[src/rtl/mem_arbiter.sv]
// Arbiter between the core and a loader/debug port sharing one single-port
// data memory. Core has priority, but a loader that keeps losing is forced in
// after STARVE_LIMIT consecutive core grants. Read data returns one cycle
// after the grant and is steered to the requester that issued the read.
module mem_arbiter #(
    parameter int unsigned STARVE_LIMIT = 4
) (
    input  logic       clk,
    input  logic       reset,

    input  logic       core_req,
    input  logic       core_we,
    input  logic [7:0] core_addr,
    input  logic [7:0] core_wdata,
    output logic       core_gnt,
    output logic       core_stall,
    output logic       core_rvalid,
    output logic [7:0] core_rdata,

    input  logic       ld_req,
    input  logic       ld_we,
    input  logic [7:0] ld_addr,
    input  logic [7:0] ld_wdata,
    output logic       ld_gnt,
    output logic       ld_rvalid,
    output logic [7:0] ld_rdata,

    output logic       mem_en,
    output logic       mem_we,
    output logic [7:0] mem_addr,
    output logic [7:0] mem_wdata,
    input  logic [7:0] mem_rdata
);

    localparam int unsigned CW = 4;
    localparam logic [CW-1:0] LIMIT = CW'(STARVE_LIMIT);

    typedef enum logic {
        PRI_CORE = 1'b0,
        FORCE_LD = 1'b1
    } state_t;

    state_t          state;
    state_t          state_next;
    logic [CW-1:0]   starve_cnt;
    logic [CW-1:0]   starve_inc;
    logic            rd_valid;
    logic            rd_owner;      // 0 = core, 1 = loader
    logic [7:0]      core_hold;
    logic [7:0]      ld_hold;

    assign starve_inc = CW'(starve_cnt + CW'(1));

    // State register
    always_ff @(posedge clk or posedge reset) begin
        if (reset) begin
            state <= PRI_CORE;
        end else begin
            state <= state_next;
        end
    end

    // Next state: force the loader in on the grant that fills the starve count
    always_comb begin
        state_next = state;
        case (state)
            PRI_CORE: begin
                if (core_gnt && ld_req && (starve_inc == LIMIT)) begin
                    state_next = FORCE_LD;
                end
            end
            FORCE_LD: begin
                state_next = PRI_CORE;
            end
            default: begin
                state_next = PRI_CORE;
            end
        endcase
    end

    // Grant selection and memory request mux; everything held low in reset
    always_comb begin
        core_gnt   = 1'b0;
        ld_gnt     = 1'b0;
        core_stall = 1'b0;
        mem_en     = 1'b0;
        mem_we     = 1'b0;
        mem_addr   = 8'h00;
        mem_wdata  = 8'h00;
        if (!reset) begin
            case (state)
                PRI_CORE: begin
                    if (core_req) begin
                        core_gnt = 1'b1;
                    end else if (ld_req) begin
                        ld_gnt = 1'b1;
                    end
                end
                FORCE_LD: begin
                    if (ld_req) begin
                        ld_gnt = 1'b1;
                    end else if (core_req) begin
                        core_gnt = 1'b1;
                    end
                end
                default: begin
                    core_gnt = 1'b0;
                end
            endcase
            core_stall = core_req & ~core_gnt;
            mem_en     = core_gnt | ld_gnt;
            if (core_gnt) begin
                mem_we    = core_we;
                mem_addr  = core_addr;
                mem_wdata = core_wdata;
            end else if (ld_gnt) begin
                mem_we    = ld_we;
                mem_addr  = ld_addr;
                mem_wdata = ld_wdata;
            end
        end
    end

    // Count consecutive core grants taken while the loader waits
    always_ff @(posedge clk or posedge reset) begin
        if (reset) begin
            starve_cnt <= '0;
        end else if (ld_gnt || !ld_req) begin
            starve_cnt <= '0;
        end else if (core_gnt && (starve_cnt < LIMIT)) begin
            starve_cnt <= starve_inc;
        end
    end

    // Remember who issued the read so the returning data goes to them
    always_ff @(posedge clk or posedge reset) begin
        if (reset) begin
            rd_valid <= 1'b0;
            rd_owner <= 1'b0;
        end else begin
            rd_valid <= (core_gnt & ~core_we) | (ld_gnt & ~ld_we);
            rd_owner <= ld_gnt;
        end
    end

    assign core_rvalid = rd_valid & ~rd_owner;
    assign ld_rvalid   = rd_valid &  rd_owner;

    // Hold the last delivered read data for each port between responses
    always_ff @(posedge clk or posedge reset) begin
        if (reset) begin
            core_hold <= 8'h00;
            ld_hold   <= 8'h00;
        end else begin
            if (core_rvalid) begin
                core_hold <= mem_rdata;
            end
            if (ld_rvalid) begin
                ld_hold <= mem_rdata;
            end
        end
    end

    assign core_rdata = core_rvalid ? mem_rdata : core_hold;
    assign ld_rdata   = ld_rvalid   ? mem_rdata : ld_hold;

endmodule

[config.mk]
export PLATFORM = sky130hd
export DESIGN_NAME = mem_arbiter
export DESIGN_NICKNAME = d
export VERILOG_FILES = /design/src/rtl/mem_arbiter.sv
export SDC_FILE = /design/constraint.sdc
export NUM_CORES = 1
export LEC_CHECK = 0
export ABC_AREA = 1
export BUFFER_PORTS_ARGS = -buffer_cell sky130_fd_sc_hd__buf_2
export CAP_MARGIN = 20
export CELL_PAD_IN_SITES_DETAIL_PLACEMENT = 0
export CELL_PAD_IN_SITES_GLOBAL_PLACEMENT = 1
export CORE_MARGIN = 2
export CORE_UTILIZATION = 32
export CTS_BUF_LIST = sky130_fd_sc_hd__clkbuf_4 sky130_fd_sc_hd__clkbuf_8
export CTS_CLUSTER_DIAMETER = 200
export DETAILED_ROUTE_END_ITERATION = 12
export GPL_TIMING_DRIVEN = 0
export PLACE_DENSITY_LB_ADDON = 0.1
export SLEW_MARGIN = 20
export SYNTH_ARGS = -nofsm -noshare
export SYNTH_HDL_FRONTEND = slang
export SYNTH_SLANG_ARGS = --single-unit
[constraint.sdc]
create_clock -name clk -period 2 [get_ports clk]
set_input_delay 0.4 -clock clk [delete_from_list [all_inputs] [get_ports clk]]
set_output_delay 0.4 -clock clk [all_outputs]
set_load 0.02 [all_outputs]
; After elaboration in Yosys (flattened, before gate mapping)
; Cells that the tools add are included.
[word_totals]
ff_bits = 23
latch_bits = 0
ram_bits = 0
romBits = 0
input_bits = 46
output_inout_bits = 39
wordCells = 54
memories = 0
[op_classes]
add_sub_neg = 1
mul = 0
div_mod_pow = 0
n_lt_le_gt_ge = 1
eq_ne = 1
shift = 0
muxes = 27
bitwise = 12
n_reduce_logical = 6
[op_table]
columns = cell, n
row1 = $mux 8, 8
row2 = $mux 1, 14
row3 = $mux 4, 2
row4 = $pmux 1 s2, 3
row5 = $and 1x1->1, 5
row6 = $not 1->1, 5
row7 = $add 4x1->4 const B, 1
row8 = $eq 4x3->1 const B, 1
row9 = $lt 4x3->1 const B, 1
row10 = $logic_and 1x1->1, 3
row11 = $or 1x1->1, 2
row12 = $reduce_bool 2->1, 1
row13 = $logic_not 1->1, 1
row14 = $logic_or 1x1->1, 1

; Logic depth before layout (Yosys ltp)
; Gate-level depths: netlist of the first run.
[logic_depth]
word_depth = 9
mapped_depth = 7
mapped_depth_nobuf = 6

; Least setup slack after synthesis of the first run
; Ideal clock, no wire load.
[synth_timing]
path_kind = register to output
from = reg rd_owner
to = out core_rdata[0]
arrival_time_ns = 1.586
t_required_ns = 1.600
slack_ns = 0.014
path_stages_with_launch = 5
path_buffers = 1
path_cell_list = dfrtp_1 nor2_1 inv_1 buf_2 o21ai_0
[synth_via]
elab_chain_cells = 3
[synth_lines]
columns = element, line
row1 = from (decl), 48  ; logic rd_owner;
row2 = from (signal assigned), 142  ; rd_owner <= ld_gnt;
row3 = $not 1->1, 146  ; assign core_rvalid = rd_valid & ~rd_owner;
row4 = $and 1x1->1, 146
row5 = named net core_rvalid, 17  ; output logic core_rvalid,
row6 = $mux 8, n/a
row7 = to (decl), 18  ; output logic [7:0] core_rdata,
; The timed path passes the listed nets, and every way through them passes these cells.

; Final worst setup path of the first run
[layout_timing]
from = reg state
to = out mem_addr[0]
[layout_via]
elab_chain_cells = 6
[layout_lines]
columns = element, line
row1 = from (decl), 43  ; state_t state;
row2 = from (signal assigned), 59  ; state <= state_next;
row3 = $not 1->1, n/a
row4 = $pmux 1 s2, 91  ; case (state)
row5 = $mux 1, 90  ; if (!reset) begin
row6 = $mux 8, 116  ; end else if (ld_gnt) begin
row7 = $mux 8 (*), 112  ; if (core_gnt) begin
row8 = $mux 8 (*), 90
row9 = to (decl), 30  ; output logic [7:0] mem_addr,
; Every way passes the cells marked *; elsewhere a longest branch is shown, timed or not. The select of a mux whose other input is x is not followed.

==> parameters.txt, run 1 <==
Parameter                              Value

Timing
  Aggregate negative setup slack ... 0 ps
  Max Transition Viols Final ... 0
  Portion of the clock cycle consumed by the worst path in the final layout ... 0.9448
  Final worst slack ... 110.4 ps
  Max Clock Freq ... 529.2 MHz
  Final number of setup-violating endpoints ... 0
  Final critical-path required period ... 1890 ps
  Relative slew slack ... 0.8365
  Worst Clk Skew ... 3.513 ps
  Final-layout worst hold slack ... 146.5 ps
  Transition time at the pin with the least slew margin ... 242.7 ps
  Final hold viol count ... 0

Routing
  Number of violations reported at the end of detailed-routing iteration 0 ... 60
  Drt via density ... 4.261
  Routed Antenna Nets ... 0
  Detailed-router iteration count before antenna repair ... 4
  Number of vias after detailed routing ... 1321
  DRC Markers ... 0
  Aggregate routed wire length ... 3.251 mm
  Per-cell routed wire length ... 10.49 um

Clocking
  H-tree depth ... 1
  Clock Pin Slew Worst Setup and Hold Paths ... 80 ps
  CTS root buf ... sky130_fd_sc_hd__clkbuf_8
  Number of clock sinks ... 23
  Clock tree from TritonCTS ... built
  Skew-Pair Late Insertion Delay ... 260 ps
  Number of buffers inserted by hold repair at cts ... 0
  Maximum buffer depth of the clock tree ... 2
  CTS buffer count ... 3

Placed design
  Pre-CTS worst setup slack ... -90.09 ps
  Placed wire-length estimate after detailed placement ... 2.492 mm
  GP Congestion ... 0.7700
  Dpl cells ... 298
  Port Buffers ... 84

Die
  Full die area ... 4713 sq um
  Die outline width ... 68.65 um
  I/O pin count ... 85
  DIE HEIGHT ... 68.65 um
  Starting density of the core ... 0.3344
  Number of standard-cell rows in the floorplan ... 23
  Core Box Area ... 4000 sq um

Final layout
  Commonest cells after routing, fill and taps aside ... sky130_fd_sc_hd__buf_2 (83), sky130_fd_sc_hd__nand2_1 (54), sky130_fd_sc_hd__dfrtp_1 (23)
  Number of nets at the end of the flow ... 309
  Most common cell after layout, fill and taps aside ... sky130_fd_sc_hd__buf_2
  Ratio of cells with drive above 1 in the final layout ... 0.5077
  P&R area growth vs syn ... 46.68%
  Antenna fix cells ... 0
  Final std cells w/o fill ... 310

Yosys
  Post-Synthesis Net Count ... 212
  Yosys warning count ... 0
  Gate count of the mapped netlist ... 164
  Post-synthesis sequential element count ... 23
  Proportion of netlist area held by the largest area contributor ... 0.4303
  Sequential cell area fraction in the yosys report ... 0.4303
  Cell type with the highest aggregate area in the netlist ... sky130_fd_sc_hd__dfrtp_1
  Post-synthesis instance area ... 1338 sq um
  Number of library cell types mapped by synthesis ... 24
  Mean cell area of the mapped netlist ... 8.156 sq um
  Top cells by area in the synthesized netlist ... sky130_fd_sc_hd__dfrtp_1 (43%), sky130_fd_sc_hd__nand2_1 (15%), sky130_fd_sc_hd__nand2_4 (8.4%)

Worst setup path
  Launch point of the worst reg-to-reg path ... state
  Highest net fanout along the worst path ... 7
  WP data arrival ... 1490 ps
  Most frequent cell on the critical path ... sky130_fd_sc_hd__nand2_1
  Critical-path top delay cell ... sky130_fd_sc_hd__dfrtp_1
  R2R depth ... 6
  Worst setup path category ... flip-flop to primary output
  Timing startpoint of the critical path ... state
  Endpoint of the most critical register-to-register path ... state
  Sequence of cells on the critical path ... nand2_4 > nand2_2 > nor2_4 > buf_4 > nand2_1 > nand2_1 > buf_2
  Biggest cell delay along the critical path ... 410 ps
  Capturing element type of the critical path ... primary output
  Reg-to-reg setup timing slack ... 820 ps
  Required time at the worst-slack endpoint ... 1600 ps
  Critical Path Start Type ... flip-flop
  Termination of the worst setup path ... mem_addr[0]

Global routing
  Via count of the first global-routing pass ... 1198
  Largest net degree at the start of global routing ... 26
  Met1 GRT Util ... 0.1927
  M2 GR Usage ... 0.2272
  Most used routing layer ... met2
  GR Util met3 ... 0.03247
  Initial antenna violation count ... 0
  Overall global routing resource usage ... 0.1452
  Global-route wire length before repair ... 5.181 mm
  GRT Residual Overflow ... 0

Run status
  Run status ... finished, final reports clean

Run
  Max-Cap Viols ... 0

Power
  Power per cell area ... 677.3 nW/um^2
  Cell leakage power ... 1.216 nW
  Maximum vdd ir drop ... 292.2 uV

Min path
  Kind of path behind the tightest hold check ... primary input to asynchronous set/reset pin
==> through the flow <==
| step | utilization | total power [mW] | instance area, sq um |
|---|---|---|---|
| 2_1_floorplan | - | 0.8585 | 1338 |
| 3_3_place_gp | 0.4551 | 1.039 | 1821 |
| 3_5_place_dp | 0.4551 | 1.044 | 1821 |
| 4_1_cts | 0.4733 | 1.330 | 1893 |
| 5_1_grt | 0.4905 | 1.424 | 1962 |
| 6_report | 0.4905 | 1.329 | 1962 |
==> sequential cells by signal, indices dropped and copies added (netlist names) <==
| register | cells |
|---|---|
| state | 1 |
| ld_hold | 8 |
| rd_owner | 1 |
| starve_cnt | 4 |
| rd_valid | 1 |
| core_hold | 8 |
==> kinds of logic after synthesis <==
family	after synthesis	synth area share
flops	23	0.4303
xor+xnor	2	0.01310
buf+inv	22	0.08418
simple gates	93	0.3620
fa+ha+maj	2	0.01871
compound gates	22	0.09168
==> how the worst min path moves through the flow <==
stage,start,to,cells after the start
final,reset,rd_owner,2
after global routing,reset,ld_hold[5],2
after CTS,reset,ld_hold[0],2
after detailed placement,ld_hold[7],ld_hold[7],2
after global placement,ld_hold[1],ld_hold[1],2
after floorplan,reset,core_hold[0],1
==> critical path, delay by kind of cell, from the launching register on <==
| family | cells | cell delay, ps |
|---|---|---|
| buffers and inverters | 2 | 320 |
| DFF | 1 | 410 |
| and+or+nand+nor | 5 | 500 |
==> what timing repair did <==
| item | in CTS | in global routing |
|---|---|---|
| endpoints found under the setup margin | 24 | 30 |
| resized for setup | 2 | 22 |
| gates cloned | 0 | 1 |
| pin swaps | 1 | 2 |
| buffers inserted | 3 | 4 |
==> synth_stat cells, drive strengths merged <==
cell    instances
xor2            2
or2             1
inv            18
dfrtp          23
a21oi           3
ha              2
o21ai          18
nand3           4
nand4           2
buf             3
nor2            8
clkbuf          1
o22ai           1
nand2          76
nor3b           1
nor3            1
==> where the power goes <==
part / internal [mW] / leakage, nW / switching (mW)
Clock: 0.139 / 0.0255 / 0.137
Combinational: 0.175 / 0.902 / 0.310
Sequential: 0.545 / 0.288 / 0.0235
Total: 0.858 / 1.22 / 0.471
==> metal layers <==
| layer | routed length, um | vias to the layer above |
|---|---|---|
| li1 | - | 701 |
| met1 | 1513 | 559 |
| met2 | 1398 | 59 |
| met3 | 306 | 2 |
| met4 | 33 | 0 |
| met5 | 0 | - |
==> final cells by class <==
type                       instances  area, sq um
sequential                        23        575.6
clock inverter                     1        5.005
tap                               50        62.56
fill                             408         2038
buffer                             4        43.79
inverter                          18        77.57
timing repair buffer              92        489.2
multi-input combinational        119        666.9
clock buffer                       3        41.29
Power figures use the tool's default switching activity.
==> run 2: changes to the inputs <==
--- a/config.mk
+++ b/config.mk
@@ -11,7 +11,7 @@
 export CELL_PAD_IN_SITES_DETAIL_PLACEMENT = 0
 export CELL_PAD_IN_SITES_GLOBAL_PLACEMENT = 1
 export CORE_MARGIN = 2
-export CORE_UTILIZATION = 32
+export CORE_UTILIZATION = 30
 export CTS_BUF_LIST = sky130_fd_sc_hd__clkbuf_4 sky130_fd_sc_hd__clkbuf_8
 export CTS_CLUSTER_DIAMETER = 200
 export DETAILED_ROUTE_END_ITERATION = 12
==> constraint.sdc (replaced) <==
create_clock -name clk -period 2.05 [get_ports clk]
set_input_delay 0.41 -clock clk [delete_from_list [all_inputs] [get_ports clk]]
set_output_delay 0.41 -clock clk [all_outputs]
set_load 0.02 [all_outputs]
==> run 2 against run 1 <==
Against the previous run:
- global-route usage decreased by 2.2 points
- flip-flop and latch count is the same
- sequential share of layout area grew 0.99 points
- core utilization decreased by 5.2 points
- first-iteration DRC count decreased by 15%
- clock power hardly changed
- via count down 1.5%
- worst hold slack gained 25 ps
- die area rose by 6.3%
- setup slack gained 15 ps
- register-to-register slack improved by 60 ps
- design area down 3.3%
- highest routed layer unchanged
==> parameters.txt, run 2 (same netlist as run 1, synthesis figures left out) <==
Parameter                              Value

Clocking
  CTS root buf ... sky130_fd_sc_hd__clkbuf_8
  CTS buffer count ... 3
  Skew-Pair Late Insertion Delay ... 260 ps
  Clock tree from TritonCTS ... built
  Number of clock sinks ... 23
  Clock Pin Slew Worst Setup and Hold Paths ... 90 ps
  H-tree depth ... 1
  Maximum buffer depth of the clock tree ... 2

Global routing
  Via count of the first global-routing pass ... 1245
  GRT Residual Overflow ... 0
  Overall global routing resource usage ... 0.1234
  Largest net degree at the start of global routing ... 26
  Global-route wire length before repair ... 5.112 mm
  Initial antenna violation count ... 0

Worst setup path
  Sequence of cells on the critical path ... nand2_4 > nand2_2 > nor2_4 > buf_6 > nand2_1 > nand2_2 > buf_2
  Worst path bufs/invs ... 2
  Critical Path Start Type ... flip-flop
  Timing startpoint of the critical path ... state
  Worst setup path category ... flip-flop to primary output
  Critical-path top delay cell ... sky130_fd_sc_hd__dfrtp_1
  Most frequent cell on the critical path ... sky130_fd_sc_hd__nand2_2
  Capturing element type of the critical path ... primary output
  WP data arrival ... 1510 ps
  Launch point of the worst reg-to-reg path ... state
  Highest net fanout along the worst path ... 10
  Biggest cell delay along the critical path ... 410 ps
  Dominant delay contributor by cell family on the critical path ... simple AND/OR/NAND/NOR gates
  Required time at the worst-slack endpoint ... 1640 ps

Placed design
  GP Congestion ... 0.7663
  Placed wire-length estimate after detailed placement ... 2.446 mm
  Port Buffers ... 84
  Pre-CTS worst setup slack ... -55.57 ps
  Area after detailed placement ... 1823 sq um

Routing
  Detailed-router iteration count before antenna repair ... 4
  Aggregate routed wire length ... 3.040 mm
  Number of violations reported at the end of detailed-routing iteration 0 ... 51
  Routed Antenna Nets ... 0
  Number of vias after detailed routing ... 1301
  Per-cell routed wire length ... 9.935 um
  Drt via density ... 4.252
  DRC Markers ... 0

Die
  Core Box Area ... 4324 sq um
  Die outline width ... 70.77 um
  Number of standard-cell rows in the floorplan ... 24
  Starting density of the core ... 0.3093
  DIE HEIGHT ... 70.77 um
  I/O pin count ... 85
  Full die area ... 5008 sq um

Final layout
  P&R area growth vs syn ... 41.91%
  Number of nets at the end of the flow ... 303
  Antenna fix cells ... 0
  Final core occ ... 0.4389
  Final cell area excluding filler cells ... 1898 sq um
  Ratio of cells with drive above 1 in the final layout ... 0.4843
  Most common cell after layout, fill and taps aside ... sky130_fd_sc_hd__buf_2
  Commonest cells after routing, fill and taps aside ... sky130_fd_sc_hd__buf_2 (85), sky130_fd_sc_hd__nand2_1 (55), sky130_fd_sc_hd__dfrtp_1 (23)
  Biggest regs ... core_hold (8), ld_hold (8), starve_cnt (4)

Run status
  Run status ... finished, final reports clean

Timing
  Max Transition Viols Final ... 0
  Portion of the clock cycle consumed by the worst path in the final layout ... 0.9390
  Relative slew slack ... 0.6475
  Worst Clk Skew ... 9.294 ps
  Final worst slack ... 125.1 ps
  Transition time at the pin with the least slew margin ... 527.4 ps
  Max Clock Freq ... 519.5 MHz
  RSZ-0062 raised after global routing ... true
  Final hold viol count ... 0
  Final number of setup-violating endpoints ... 0
  Final critical-path required period ... 1925 ps

Power
  Maximum vdd ir drop ... 289.9 uV
  Power per cell area ... 677.8 nW/um^2
  Sum of internal, switching and leakage power ... 1.286 mW
  Cell leakage power ... 1.182 nW

Run
  Max-Cap Viols ... 0

Min path
  Kind of path behind the tightest hold check ... primary input to asynchronous set/reset pin
-- run 2: cell count changes in the layout (fill, tap and decap cells not counted), sizes merged --
cell    previous run  this run
clkbuf             4         3
buf               95        90
-- run 2: layout make-up --
class,count,area [sq um]
Timing Repair Buffer,87,442.9
Clock inverter,1,5.005
Inverter,18,75.07
Clock buffer,3,41.29
Fill cell,447,2426
Sequential cell,23,575.6
Multi-Input combinational cell,119,656.9
Buffer,3,36.28
Tap cell,52,65.06
-- run 2: what timing repair did --
item                       4_1_cts  5_1_grt
pin swaps                        0        1
buffers inserted                 0        3
resized for setup                1       12
hold buffers                     0        0
setup endpoints to repair       16       18
hold endpoints to repair         0        0
-- run 2: final timing paths --
check | end | slack, ps | cells after the start
min in group clk | rd_valid | 360 | 2
setup / recovery | mem_wdata[0] | 130 | 7
hold reg to reg | ld_hold[5] | 490 | 2
hold / removal | core_hold[7] | 170 | 2
max in group asynchronous | ld_hold[2] | 1630 | 2
setup reg to reg | state | 880 | 6
-- run 2: report_power, final --
| group | switching, mW | internal, mW | leakage (nW) |
|---|---|---|---|
| clock network | 0.141 | 0.135 | 0.0255 |
| logic | 0.295 | 0.162 | 0.869 |
| registers | 0.0221 | 0.531 | 0.288 |
-- run 2: metrics by stage --
step	std cells	setup TNS, ps	hold WS (ps)
floorplan	164	0	301.8
global placement	300	-492.3	471.3
detailed placement	300	-446.6	474.7
CTS	303	0	183.7
global route	306	-3.350	199.2
finish	306	0	172.0
-- run 2: layer usage --
layer / GRT usage / vias to the layer above / wire length, um
met3: 0.02137 / 4 / 241
met4: 0.03774 / 0 / 36
met1: 0.1481 / 546 / 1346
li1: - / 692 / -
met2: 0.2243 / 59 / 1416
met5: 0 / - / 0
==> run 3: changes to the inputs <==
--- a/config.mk
+++ b/config.mk
@@ -5,13 +5,11 @@
 export SDC_FILE = /design/constraint.sdc
 export NUM_CORES = 1
 export LEC_CHECK = 0
-export ABC_AREA = 1
 export BUFFER_PORTS_ARGS = -buffer_cell sky130_fd_sc_hd__buf_2
-export CAP_MARGIN = 20
 export CELL_PAD_IN_SITES_DETAIL_PLACEMENT = 0
 export CELL_PAD_IN_SITES_GLOBAL_PLACEMENT = 1
 export CORE_MARGIN = 2
-export CORE_UTILIZATION = 30
+export CORE_UTILIZATION = 31
 export CTS_BUF_LIST = sky130_fd_sc_hd__clkbuf_4 sky130_fd_sc_hd__clkbuf_8
 export CTS_CLUSTER_DIAMETER = 200
 export DETAILED_ROUTE_END_ITERATION = 12
==> run 3 against run 2 <==
Against the previous run:
- first-iteration DRC count grew 5.9%
- count of clock-buffer cells in the layout is the same
- routed wire length shrank 2.1%
- core utilization grew 3.8 points
- largest power group unchanged
- via count shrank 14%
- register-to-register slack lost 60 ps
- non-clock buffer count shrank 1
- global-route usage grew 1.3 points
- flip-flop and latch count is the same
- critical path type unchanged
- clock skew shrank 5.8 ps
==> parameters.txt, run 3 <==
Parameter                              Value

Routing
  Aggregate routed wire length ... 2.977 mm
  Detailed-router iteration count before antenna repair ... 4
  Routed Antenna Nets ... 0
  Number of violations reported at the end of detailed-routing iteration 0 ... 54
  Uppermost signal routing layer after detailed routing ... met4
  Per-cell routed wire length ... 12.56 um
  DRC Markers ... 0
  DR WL met2 ... 1.577 mm
  Detailed route wirelength on metal3 ... 160 um
  Number of vias after detailed routing ... 1120
  Drt via density ... 4.726
  Metal1 wirelength ... 1.227 mm

Global routing
  Largest net degree at the start of global routing ... 15
  GRT Residual Overflow ... 0
  Global-route wire length before repair ... 4.705 mm
  Via count of the first global-routing pass ... 1079
  Overall global routing resource usage ... 0.1364
  Initial antenna violation count ... 0

Final layout
  Biggest regs ... core_hold (8), ld_hold (8), starve_cnt (4)
  Antenna fix cells ... 0
  Layout filler cell count ... 365
  Commonest cells after routing, fill and taps aside ... sky130_fd_sc_hd__buf_2 (84), sky130_fd_sc_hd__dfrtp_1 (22), sky130_fd_sc_hd__a22o_2 (16), sky130_fd_sc_hd__mux2_2 (16), sky130_fd_sc_hd__nor2_1 (6)
  Number of nets at the end of the flow ... 238
  P&R area growth vs syn ... 44.87%
  Most common cell after layout, fill and taps aside ... sky130_fd_sc_hd__buf_2
  Ratio of cells with drive above 1 in the final layout ... 0.7249

Yosys
  Mean cell area of the mapped netlist ... 12.45 sq um
  Primary flip-flop cell chosen by synthesis mapping ... sky130_fd_sc_hd__dfrtp_1
  Proportion of netlist area held by the largest area contributor ... 0.4670
  Most frequent cells after synthesis ... sky130_fd_sc_hd__dfrtp_1 (23), sky130_fd_sc_hd__a22o_2 (16), sky130_fd_sc_hd__mux2_2 (16), sky130_fd_sc_hd__nor2_1 (6), sky130_fd_sc_hd__inv_1 (5)
  Most frequently used cell type in the post-synthesis netlist ... sky130_fd_sc_hd__dfrtp_1
  EDFF count, synth ... 0
  Top cells by area in the synthesized netlist ... sky130_fd_sc_hd__dfrtp_1 (47%), sky130_fd_sc_hd__mux2_2 (15%), sky130_fd_sc_hd__a22o_2 (13%)
  Post-synthesis instance area ... 1232 sq um
  Sequential cell area fraction in the yosys report ... 0.4670
  Gate count of the mapped netlist ... 99
  Yosys warning count ... 0
  Number of library cell types mapped by synthesis ... 30
  Post-synthesis sequential element count ... 23
  FFs w/ async S/R, synth ... 1.000
  Cell type with the highest aggregate area in the netlist ... sky130_fd_sc_hd__dfrtp_1
  Post-Synthesis Net Count ... 147

Die
  Die outline width ... 67.05 um
  Number of standard-cell rows in the floorplan ... 22
  DIE HEIGHT ... 67.05 um
  Core Box Area ... 3744 sq um
  Starting density of the core ... 0.3292
  I/O pin count ... 85
  Full die area ... 4496 sq um

Timing
  Max Clock Freq ... 516.3 MHz
  Final number of setup-violating endpoints ... 0
  RSZ-0062 raised after global routing ... false
  Transition time at the pin with the least slew margin ... 598.1 ps
  Portion of the clock cycle consumed by the worst path in the final layout ... 0.9447
  Relative slew slack ... 0.5991
  Aggregate negative setup slack ... 0 ps
  Final worst slack ... 113.3 ps
  Max Transition Viols Final ... 0
  Final critical-path required period ... 1937 ps
  Final hold viol count ... 0
  Worst Clk Skew ... 3.518 ps

Power
  Part of the power in registers ... 0.434
  Maximum vdd ir drop ... 301.1 uV
  Net switching fraction of the power ... 0.3217
  Internal power ... 0.8539 mW
  Power per cell area ... 705.0 nW/um^2
  Total net switching power ... 0.4049 mW
  Cell leakage power ... 0.9408 nW
  Clock network fraction of total power ... 0.209
  Combinational power share ... 0.357
  Sum of internal, switching and leakage power ... 1.259 mW

Worst setup path
  Capturing element type of the critical path ... primary output
  Highest net fanout along the worst path ... 7
  Critical Path Start Type ... flip-flop
  WP data arrival ... 1530 ps
  Worst setup path category ... flip-flop to primary output
  Required time at the worst-slack endpoint ... 1640 ps

Clocking
  Clock tree from TritonCTS ... built
  CTS root buf ... sky130_fd_sc_hd__clkbuf_8
  Number of clock sinks ... 23
  Clock Pin Slew Worst Setup and Hold Paths ... 80 ps
  CTS buffer count ... 3
  H-tree depth ... 1
  Skew-Pair Late Insertion Delay ... 250 ps
  Maximum buffer depth of the clock tree ... 2

Placed design
  Port Buffers ... 83
  Placed wire-length estimate after detailed placement ... 2.381 mm
  Pre-CTS worst setup slack ... -211.1 ps
  GP Congestion ... 0.8061

Min path
  Kind of path behind the tightest hold check ... primary input to asynchronous set/reset pin

Run status
  Run status ... finished, final reports clean

Run
  Max-Cap Viols ... 0
run 3: changes by cell type in the layout (fill, tap and decap cells not counted), sizes merged, moves of 2 or more:
| cell | delta |
|---|---|
| xor2 | -2 |
| a22o | +16 |
| nand2 | -73 |
| buf | -3 |
| nand3 | -3 |
| clkbuf | +2 |
| xnor2 | +2 |
| clkinvlp | +2 |
| o21ai | -17 |
| mux2 | +16 |
| inv | -13 |
run 3: worst paths after layout:
kind	startpoint	cells past startpoint	slack, ps	endpoint
min in group clk	mem_rdata[1]	2	420	ld_hold[1]
setup / recovery	state	5	110	mem_wdata[7]
setup reg to reg	state	3	820	starve_cnt[0]
hold reg to reg	ld_hold[4]	1	490	ld_hold[4]
hold / removal	reset	2	180	rd_owner
max in group asynchronous	reset	2	1470	ld_hold[5]
run 3: worst max-delay path, stage by stage, from the launching register on:
cell,delay [ps]
sky130_fd_sc_hd__dfrtp_2,450
sky130_fd_sc_hd__nor2b_2,230
sky130_fd_sc_hd__nor3_4,80
sky130_fd_sc_hd__buf_4,160
sky130_fd_sc_hd__a22o_2,200
sky130_fd_sc_hd__buf_2,150
run 3: layout make-up:
| class | instances | area, sq um | share of cell area |
|---|---|---|---|
| timing repair inverter | 1 | 5.005 | 0.002803 |
| timing repair buffer | 85 | 430.4 | 0.2411 |
| sequential | 23 | 576.8 | 0.3231 |
| buffer | 4 | 43.79 | 0.02453 |
| inverter | 6 | 26.28 | 0.01472 |
| multi-input combinational | 66 | 596.8 | 0.3343 |
| clock inverter | 1 | 5.005 | 0.002803 |
| tap | 48 | 60.06 | 0.03364 |
| clock buffer | 3 | 41.29 | 0.02313 |
run 3: stage by stage:
step                      utilization  std cells  hold slack [ps]  instance area, sq um
after floorplan                     -         99            534.4                  1232
after global placement         0.4562        230            473.5                  1708
after detailed placement       0.4562        230            483.6                  1708
after CTS                      0.4726        235            169.0                  1769
after global routing           0.4769        237            171.6                  1785
final                          0.4769        237            175.5                  1785
run 3: cells by family (layout without fill, tap and decap cells):
| family | after synthesis | in the layout | synth area share |
|---|---|---|---|
| AND/OR/NAND/NOR | 20 | 20 | 0.1076 |
| flip-flops | 23 | 23 | 0.4670 |
| adder cells (fa/ha/maj) | 2 | 2 | 0.02030 |
| multiplexers | 16 | 16 | 0.1462 |
| buffers and inverters | 10 | 100 | 0.05380 |
| XOR/XNOR | 2 | 2 | 0.01422 |
| AO/OA/AOI/OAI | 26 | 26 | 0.1909 |
run 3: layer usage:
layer	GRT usage	up-vias
li1	-	547
met1	0.1536	537
met2	0.2587	34
met3	0.03885	2
met4	0.01531	0
met5	0	-
run 3: timing repair:
item | 4_1_cts | 5_1_grt
gates cloned | 1 | 0
buffers inserted | 0 | 2
setup endpoints to repair | 3 | 10
pin swaps | 0 | 2
hold buffers | 0 | 0
resized for setup | 2 | 2
run 3: power groups by stage:
stage,Combinational (mW),Sequential (mW),Clock (mW)
4_1_cts,0.453,0.547,0.279
2_1_floorplan,0.292,0.549,0
3_5_place_dp,0.449,0.556,0
3_3_place_gp,0.441,0.551,0
6_report,0.449,0.546,0.264
5_1_grt,0.485,0.554,0.302
